==> src/rtl/prog_launch_ctrl.sv <==
// =============================================================================
// prog_launch_ctrl
// -----------------------------------------------------------------------------
// Purpose:
//   Sequencer in front of the program counter. Counts Start pulses and loads
//   the entry address of program 1..NUM_PROGS into the PC. It holds the PC
//   while idle and enables it (Run) until the core reports Done. Then it
//   returns to idle and waits for the next pulse. A launch happens on the
//   falling edge of Start.
//
// Optional feature:
//   `PLC_CYCLE_COUNT_EN  when defined, CycleCount counts the Run cycles of the
//                        current/last program. It clears on LOAD, increments
//                        in every RUN cycle and saturates at all-ones.
//                        When undefined, CycleCount is tied to 0 and no
//                        counter register is built.
//
// Ports:
//   Clk         in   1      clock, all state changes on posedge
//   Reset       in   1      asynchronous, active-high reset
//   Start       in   1      launch strobe (level); launch on its falling edge
//   Done        in   1      current program finished; sampled only in RUN
//   PCLoad      out  1      one-cycle pulse: PC <= PCLoadAddr
//   PCLoadAddr  out  L      entry address of the current program
//   Run         out  1      PC/core enable; PC holds while 0
//   ProgIdx     out  2      program launched (0 = none yet, then 1..NUM_PROGS)
//   Busy        out  1      high in LOAD, RUN and FIN
//   AllDone     out  1      sticky: program NUM_PROGS has finished
//   CycleCount  out  CYC_W  Run cycles of the current/last program
// =============================================================================
module prog_launch_ctrl #(
   parameter int L          = 10,
   parameter int NUM_PROGS  = 3,
   parameter int PROG1_ADDR = 0,
   parameter int PROG2_ADDR = 190,
   parameter int PROG3_ADDR = 639,
   parameter int CYC_W      = 16
) (
   input  logic             Clk,
   input  logic             Reset,
   input  logic             Start,
   input  logic             Done,
   output logic             PCLoad,
   output logic [L-1:0]     PCLoadAddr,
   output logic             Run,
   output logic [1:0]       ProgIdx,
   output logic             Busy,
   output logic             AllDone,
   output logic [CYC_W-1:0] CycleCount
);

   typedef enum logic [2:0] {
      IDLE,
      ARMED,
      LOAD,
      RUN,
      FIN
   } state_t;

   localparam logic [1:0] LAST_IDX = 2'(NUM_PROGS);

   state_t       state;
   state_t       next_state;
   logic         start_r;
   logic         start_low_seen;
   logic         rise;
   logic         fall;
   logic         launch;
   logic         pc_load_d;
   logic         run_d;
   logic         busy_d;
   logic [L-1:0] entry_addr;

   // Start must be seen low once after reset before a rise can count. If
   // Start is already high when reset releases, that level is not a launch.
   assign rise   = Start & ~start_r & start_low_seen;
   assign fall   = ~Start & start_r;
   assign launch = (state == IDLE) && rise && (ProgIdx < LAST_IDX);

   // Entry address of the program just armed. Index 0 and indices above
   // NUM_PROGS select 0.
   always_comb begin
      // NOTE: give every combinationally assigned signal a default first.
      // Any path that leaves it unassigned would infer a latch.
      entry_addr = '0;
      case (ProgIdx)
         2'd1:    if (NUM_PROGS >= 1) entry_addr = L'(PROG1_ADDR);
         2'd2:    if (NUM_PROGS >= 2) entry_addr = L'(PROG2_ADDR);
         2'd3:    if (NUM_PROGS >= 3) entry_addr = L'(PROG3_ADDR);
         default: entry_addr = '0;
      endcase
   end

   // ------------------------------------------------------------------
   // State register plus registered outputs
   // ------------------------------------------------------------------
   always_ff @(posedge Clk or posedge Reset) begin
      if (Reset) begin
         state          <= IDLE;
         start_r        <= 1'b0;
         start_low_seen <= 1'b0;
         PCLoad         <= 1'b0;
         Run            <= 1'b0;
         Busy           <= 1'b0;
         ProgIdx        <= 2'd0;
         PCLoadAddr     <= '0;
         AllDone        <= 1'b0;
      end else begin
         // NOTE: sequential state uses non-blocking assignments, so every
         // register here sees the values from before this clock edge.
         state   <= next_state;
         start_r <= Start;
         if (!Start) start_low_seen <= 1'b1;

         // Outputs are decoded from next_state and registered. They change
         // together with the state and never glitch.
         PCLoad <= pc_load_d;
         Run    <= run_d;
         Busy   <= busy_d;

         if (launch) ProgIdx <= ProgIdx + 2'd1;
         if (state == ARMED) PCLoadAddr <= entry_addr;
         if (state == FIN && ProgIdx == LAST_IDX) AllDone <= 1'b1;
      end
   end

   // ------------------------------------------------------------------
   // Next-state logic
   // ------------------------------------------------------------------
   always_comb begin
      next_state = state;
      case (state)
         IDLE:    if (launch) next_state = ARMED;
         ARMED:   if (fall)   next_state = LOAD;
         LOAD:    next_state = RUN;
         RUN:     if (Done)   next_state = FIN;
         FIN:     next_state = IDLE;
         default: next_state = IDLE;
      endcase
   end

   // ------------------------------------------------------------------
   // Output decode (Moore, registered above)
   // ------------------------------------------------------------------
   always_comb begin
      pc_load_d = (next_state == LOAD);
      run_d     = (next_state == RUN);
      busy_d    = (next_state == LOAD) || (next_state == RUN) ||
                  (next_state == FIN);
   end

   // ------------------------------------------------------------------
   // Run-cycle counter
   // ------------------------------------------------------------------
`ifdef PLC_CYCLE_COUNT_EN
   logic [CYC_W-1:0] cycle_cnt;

   // The counter follows next_state, so it reads 0 in the LOAD cycle and
   // n in the n-th RUN cycle. It holds in FIN, IDLE and ARMED.
   always_ff @(posedge Clk or posedge Reset) begin
      if (Reset) begin
         cycle_cnt <= '0;
      end else if (next_state == LOAD) begin
         cycle_cnt <= '0;
      end else if (next_state == RUN && cycle_cnt != '1) begin
         cycle_cnt <= cycle_cnt + 1'b1;
      end
   end

   assign CycleCount = cycle_cnt;
`else
   assign CycleCount = '0;
`endif

endmodule

==> config.mk <==
export PLATFORM = sky130hd
export DESIGN_NAME = prog_launch_ctrl
export DESIGN_NICKNAME = d
export VERILOG_FILES = /design/src/rtl/prog_launch_ctrl.sv
export SDC_FILE = /design/constraint.sdc
export NUM_CORES = 1
export LEC_CHECK = 0
export BUFFER_PORTS_ARGS = -buffer_cell sky130_fd_sc_hd__buf_2
export CORE_MARGIN = 2
export CORE_UTILIZATION = 44
export CTS_CLUSTER_DIAMETER = 120
export DETAILED_ROUTE_END_ITERATION = 10
export PLACE_DENSITY = 0.83
export SYNTH_ARGS = -nofsm -noshare
export SYNTH_HDL_FRONTEND = slang
export SYNTH_SLANG_ARGS = --single-unit
==> constraint.sdc <==
create_clock -name Clk -period 1.7 [get_ports Clk]
set_input_delay 0.085 -clock Clk [delete_from_list [all_inputs] [get_ports Clk]]
set_output_delay 0.085 -clock Clk [all_outputs]
set_load 0.01 [all_outputs]
After elaboration in Yosys (flattened, before gate mapping) --
Index checks and enable logic that the tools add are counted.
Storage, ports and cells: bits in registers 21, output and inout port bits 32, word-level logic and storage cells 36
Cells by class: add/sub/neg operators 1, order comparisons 1, equality and inequality tests 9, multiplexer cells 5, bitwise logic cells 5, reduce and logical (&&, ||, !) cells 6
Operators with widths (count):
- 10-bit one-hot mux with 2 select lines | 1
- 3-bit by 2-bit equality test with 1-bit output, second input constant | 4
- 3-bit one-hot mux with 4 select lines | 1
- 3-bit two-way mux | 3
- 3-bit equality test, second input constant | 2
- 2-bit equality test, second input constant | 2
- 1-bit bitwise AND | 3
- 3-bit by 1-bit equality test with 1-bit output, second input constant | 1
- 1-bit logical AND | 3
- 3-bit logical NOT | 1
- 2-bit by 1-bit adder with 2-bit output, second input constant | 1
- 1-bit logical OR | 2
- 2-bit < comparator, second input constant | 1
- 1-bit inverter | 2

Logic depth before layout (Yosys ltp) --
depth after elaboration 10, depth in mapped cells 4, mapped depth without buffers 4

Worst setup path after synthesis --
Ideal clock, no wire load.
kind reg2reg, start reg ProgIdx[0], end reg ProgIdx[0], arrival time 1240 ps, path slack 333 ps, stages on the path, launching flop included 5, buffers on the path 0, period minus slack after synthesis 1367 ps, path through dfrtp_1 -> ha_1 -> nor4_1 -> nand4b_1 -> xnor2_1
Between the ends: word-level cells in the longest chain between the ends 2, elaborated cells on any way between the ends 3, those cells by class 1 x add/sub; 1 x order compare; 1 x reduce/logical
RTL lines:
- from (decl) | RTL line 46 | output logic [1:0] ProgIdx,
- from (signal assigned) | RTL line 121 | if (launch) ProgIdx <= ProgIdx + 2'd1;
- 2-bit < comparator | RTL line 78 | assign launch = (state == IDLE) && rise && (ProgIdx < LAST_IDX);
- 1-bit logical AND | RTL line 78
Several ways; a longest one is shown, not always the timed one. A chain may end at the register's enable or synchronous reset.

Final worst setup path --
Ends and elaborated chain as after synthesis.

==> reports/metrics.csv <==
metric,value,unit
cts-htree-levels,1,
worst_hold_slack_after_final_layout,0.0579,ns
ys_seq_elements,14,
dr.pass1.iters,2,
initial_core_util,47.9,%
holdPathStages,3,
post_synth_instance_area,729,sq um
dieWidth,44.7,um
ctsLongestPathBuffers,2,
postRouteAntennaNets,0,
place.detailed.instances,95,
numCtsBuffers,3,
data_required_time_at_the_worst_endpoint,1.87,ns
switching_power,0.499,mW
critPathMaxStageDelay,0.42,ns
dr.first_iter.drc_count,6,
fin_area,783,sq um
power.leakage,0.435,nW
power.ir.vdd_worst,505,uV
hold_bufs_inserted_after_cts,2,
detail_route.wl_per_cell,10.4,um
final_critical_path_setup_slack,0.242,ns
yosys.cell_count.top_type,sky130_fd_sc_hd__buf_4,
critical_path.max_fanout,4,
overflow,0,
track_usage,11.5,%
syn_inst,68,
post-route-period-util,85.8,%
synth.avg_cell_area,10.7,sq um
reg2regPathDepth,4,
power_density,1720,nW/um^2
grt_antenna_before_repair,0,
post-cts-setup-buffers,0,
num_rows,14,
grt_start_max_net_pins,15,
clock_slew_at_reported_path_ffs,0.08,ns
worst_relative_slew_slack,66.2,%
final-hold-violation-count,0,
hpwlAfterDp,786,um
cts_root_buf,sky130_fd_sc_hd__clkbuf_4,
worst_ep_arrival_time,1.62,ns
floorplan.core_area,1520,sq um
worstSetupStartpointType,flop,
netSwitchingFraction,37.1,%
finalSetupTns,0,ns
criticalPathCategory,reg2reg,
worst_skew_pair.late_latency,0.27,ns
die-area,2000,sq um
syn_to_final_growth,7.38,%
finalMaxSlewViolations,0,
share_of_cells_above_drive_strength_1,28.2,%
hold_path.class,in2reg,
io_pins,36,
status,finished clean,
synth_top_cells_by_area,"sky130_fd_sc_hd__dfrtp_1 (48%), sky130_fd_sc_hd__buf_4 (24%), sky130_fd_sc_hd__ha_1 (3.4%), sky130_fd_sc_hd__mux2_1 (3.1%), sky130_fd_sc_hd__nand2b_1 (2.6%)",
tightest_slew,0.506,ns
ranking_of_synthesized_cells_by_instance_count,"sky130_fd_sc_hd__buf_4 (23), sky130_fd_sc_hd__dfrtp_1 (14), sky130_fd_sc_hd__nor2_1 (5)",
critical_path.cell_chain,ha_1 -> nor4_1 -> nand4b_1 -> xnor2_1,
clk_sink_count,14,
internal_power,0.845,mW
setup_violations,0,
viasPerCell,4.34,
grt_first_pass_wirelength,1650,um
edff_count_synth,0,
routed-via-count,438,
antenna_cells,0,
power_frac_clock,17.4,%
synthDistinctLibCells,21,
synth_largest_type_area_fraction,48.0,%
final_period_minus_worst_setup_slack,1.46,ns
drv_cap,0,
yosysWarningCount,0,
stdcell_count,101,
max_freq,686,MHz
critical_path.endpoint_type,flop,
placed_cell_area,727,sq um
logic_gate_share_of_total_power,41.1,%
worst_path_max_delay_cell,sky130_fd_sc_hd__dfrtp_1,
post_cts_resize_count,0,
yosysTopAreaCell,sky130_fd_sc_hd__dfrtp_1,
number_of_global_route_vias_before_repair,384,
synthArstFlopShare,100,%
worst_clock_skew,0.00350,ns
clock_tree_from_tritoncts,done,
overall_die_height,44.7,um
gp_routability_congestion,0.675,
post-place-ws,0.214,ns
synth_sequential_area_ratio,48.0,%
drt_drc_violations_left,0,
setup_repair_after_global_routing_missed_its_margin,no,
ys_dominant_reg_cell,sky130_fd_sc_hd__dfrtp_1,
power_frac_seq,41.5,%
design.final.nets,92,
final_routed_wirelength_across_all_metal_layers,1050,um
placement.io_buffers,18,
[worst paths after layout]
kind,start,end,slack [ns]
max,ProgIdx[0],ProgIdx[0],0.24
min reg2reg,AllDone,AllDone,0.48
min in group asynchronous,Reset,PCLoadAddr[7],0.38
max in group asynchronous,Reset,PCLoadAddr[6],0.98
min,Done,state[2],0.06
max reg2reg,ProgIdx[0],ProgIdx[0],0.24
[power by group through the flow]
stage / Combinational [mW] / Sequential [mW] / Clock (mW)
3_5_place_dp: 0.554 / 0.565 / 0
2_1_floorplan: 0.418 / 0.603 / 0
6_report: 0.552 / 0.558 / 0.233
3_3_place_gp: 0.540 / 0.561 / 0
4_1_cts: 0.561 / 0.560 / 0.243
5_1_grt: 0.624 / 0.580 / 0.256
[through the flow]
stage,power (mW),utilization (%)
2_1_floorplan,1.02,-
3_3_place_gp,1.10,47.7
3_5_place_dp,1.12,47.7
4_1_cts,1.36,51.4
5_1_grt,1.46,51.4
6_report,1.34,51.4
[cells in the final DEF (no fill, tap or decap)]
master                          instances
sky130_fd_sc_hd__clkbuf_4               3
sky130_fd_sc_hd__a31o_2                 1
sky130_fd_sc_hd__mux2i_1                1
sky130_fd_sc_hd__a31oi_1                1
sky130_fd_sc_hd__ha_1                   2
sky130_fd_sc_hd__buf_2                 18
sky130_fd_sc_hd__dlygate4sd3_1          2
sky130_fd_sc_hd__conb_1                17
sky130_fd_sc_hd__or3b_1                 1
sky130_fd_sc_hd__nor4_1                 1
sky130_fd_sc_hd__xnor2_1                1
sky130_fd_sc_hd__nor2_1                 5
sky130_fd_sc_hd__a21oi_1                2
sky130_fd_sc_hd__nand4b_1               1
sky130_fd_sc_hd__inv_1                  4
sky130_fd_sc_hd__nand2b_1               3
sky130_fd_sc_hd__nand2_1                1
sky130_fd_sc_hd__nor2b_1                1
sky130_fd_sc_hd__and2_1                 1
sky130_fd_sc_hd__or2_1                  1
sky130_fd_sc_hd__nor3b_2                1
sky130_fd_sc_hd__clkbuf_8               1
sky130_fd_sc_hd__dfrtp_1               14
sky130_fd_sc_hd__mux2_1                 2
[critical path: cells and delay by family (launching register included)]
family,cells,cell delay (ns)
adders and majority gates,1,0.26
and+or+nand+nor,2,0.50
DFF,1,0.42
xor gates and xnor gates,1,0.17
[kinds of logic (layout without fill, tap and decap cells)]
family          after synthesis  after routing  share of synthesized area [%]
mux                           3              3                           4.46
fa+ha+maj                     2              2                           3.43
buf+inv                      27             28                           25.7
simple gates                 16             16                           13.2
xor+xnor                      1              1                           1.20
flops                        14             14                           48.0
other cells                   1             17                          0.514
compound gates                4              4                           3.43
[routing by layer]
layer	up-vias	share of wire, %	global-route usage (%)
met5	-	0	0
met4	0	1.1	7.27
met3	2	8.1	2.40
met2	24	51	20.0
met1	201	39	12.6
li1	211	-	-
[flip-flops by register name, indices dropped and copies added (netlist names)]
register        flops
PCLoadAddr          3
state               3
ProgIdx             2
AllDone             1
Busy                1
PCLoad              1
Run                 1
start_low_seen      1
start_r             1
[cell type report]
class                   instances  area (sq um)
repair buffers                 20           110
clock buffers                   4          36.3
multi-input cells              43           251
flip-flops and latches         14           350
fillers                       135           741
inverters                       4          15.0
well taps                      16          20.0
Note: power is estimated with default switching activity, not from simulation.
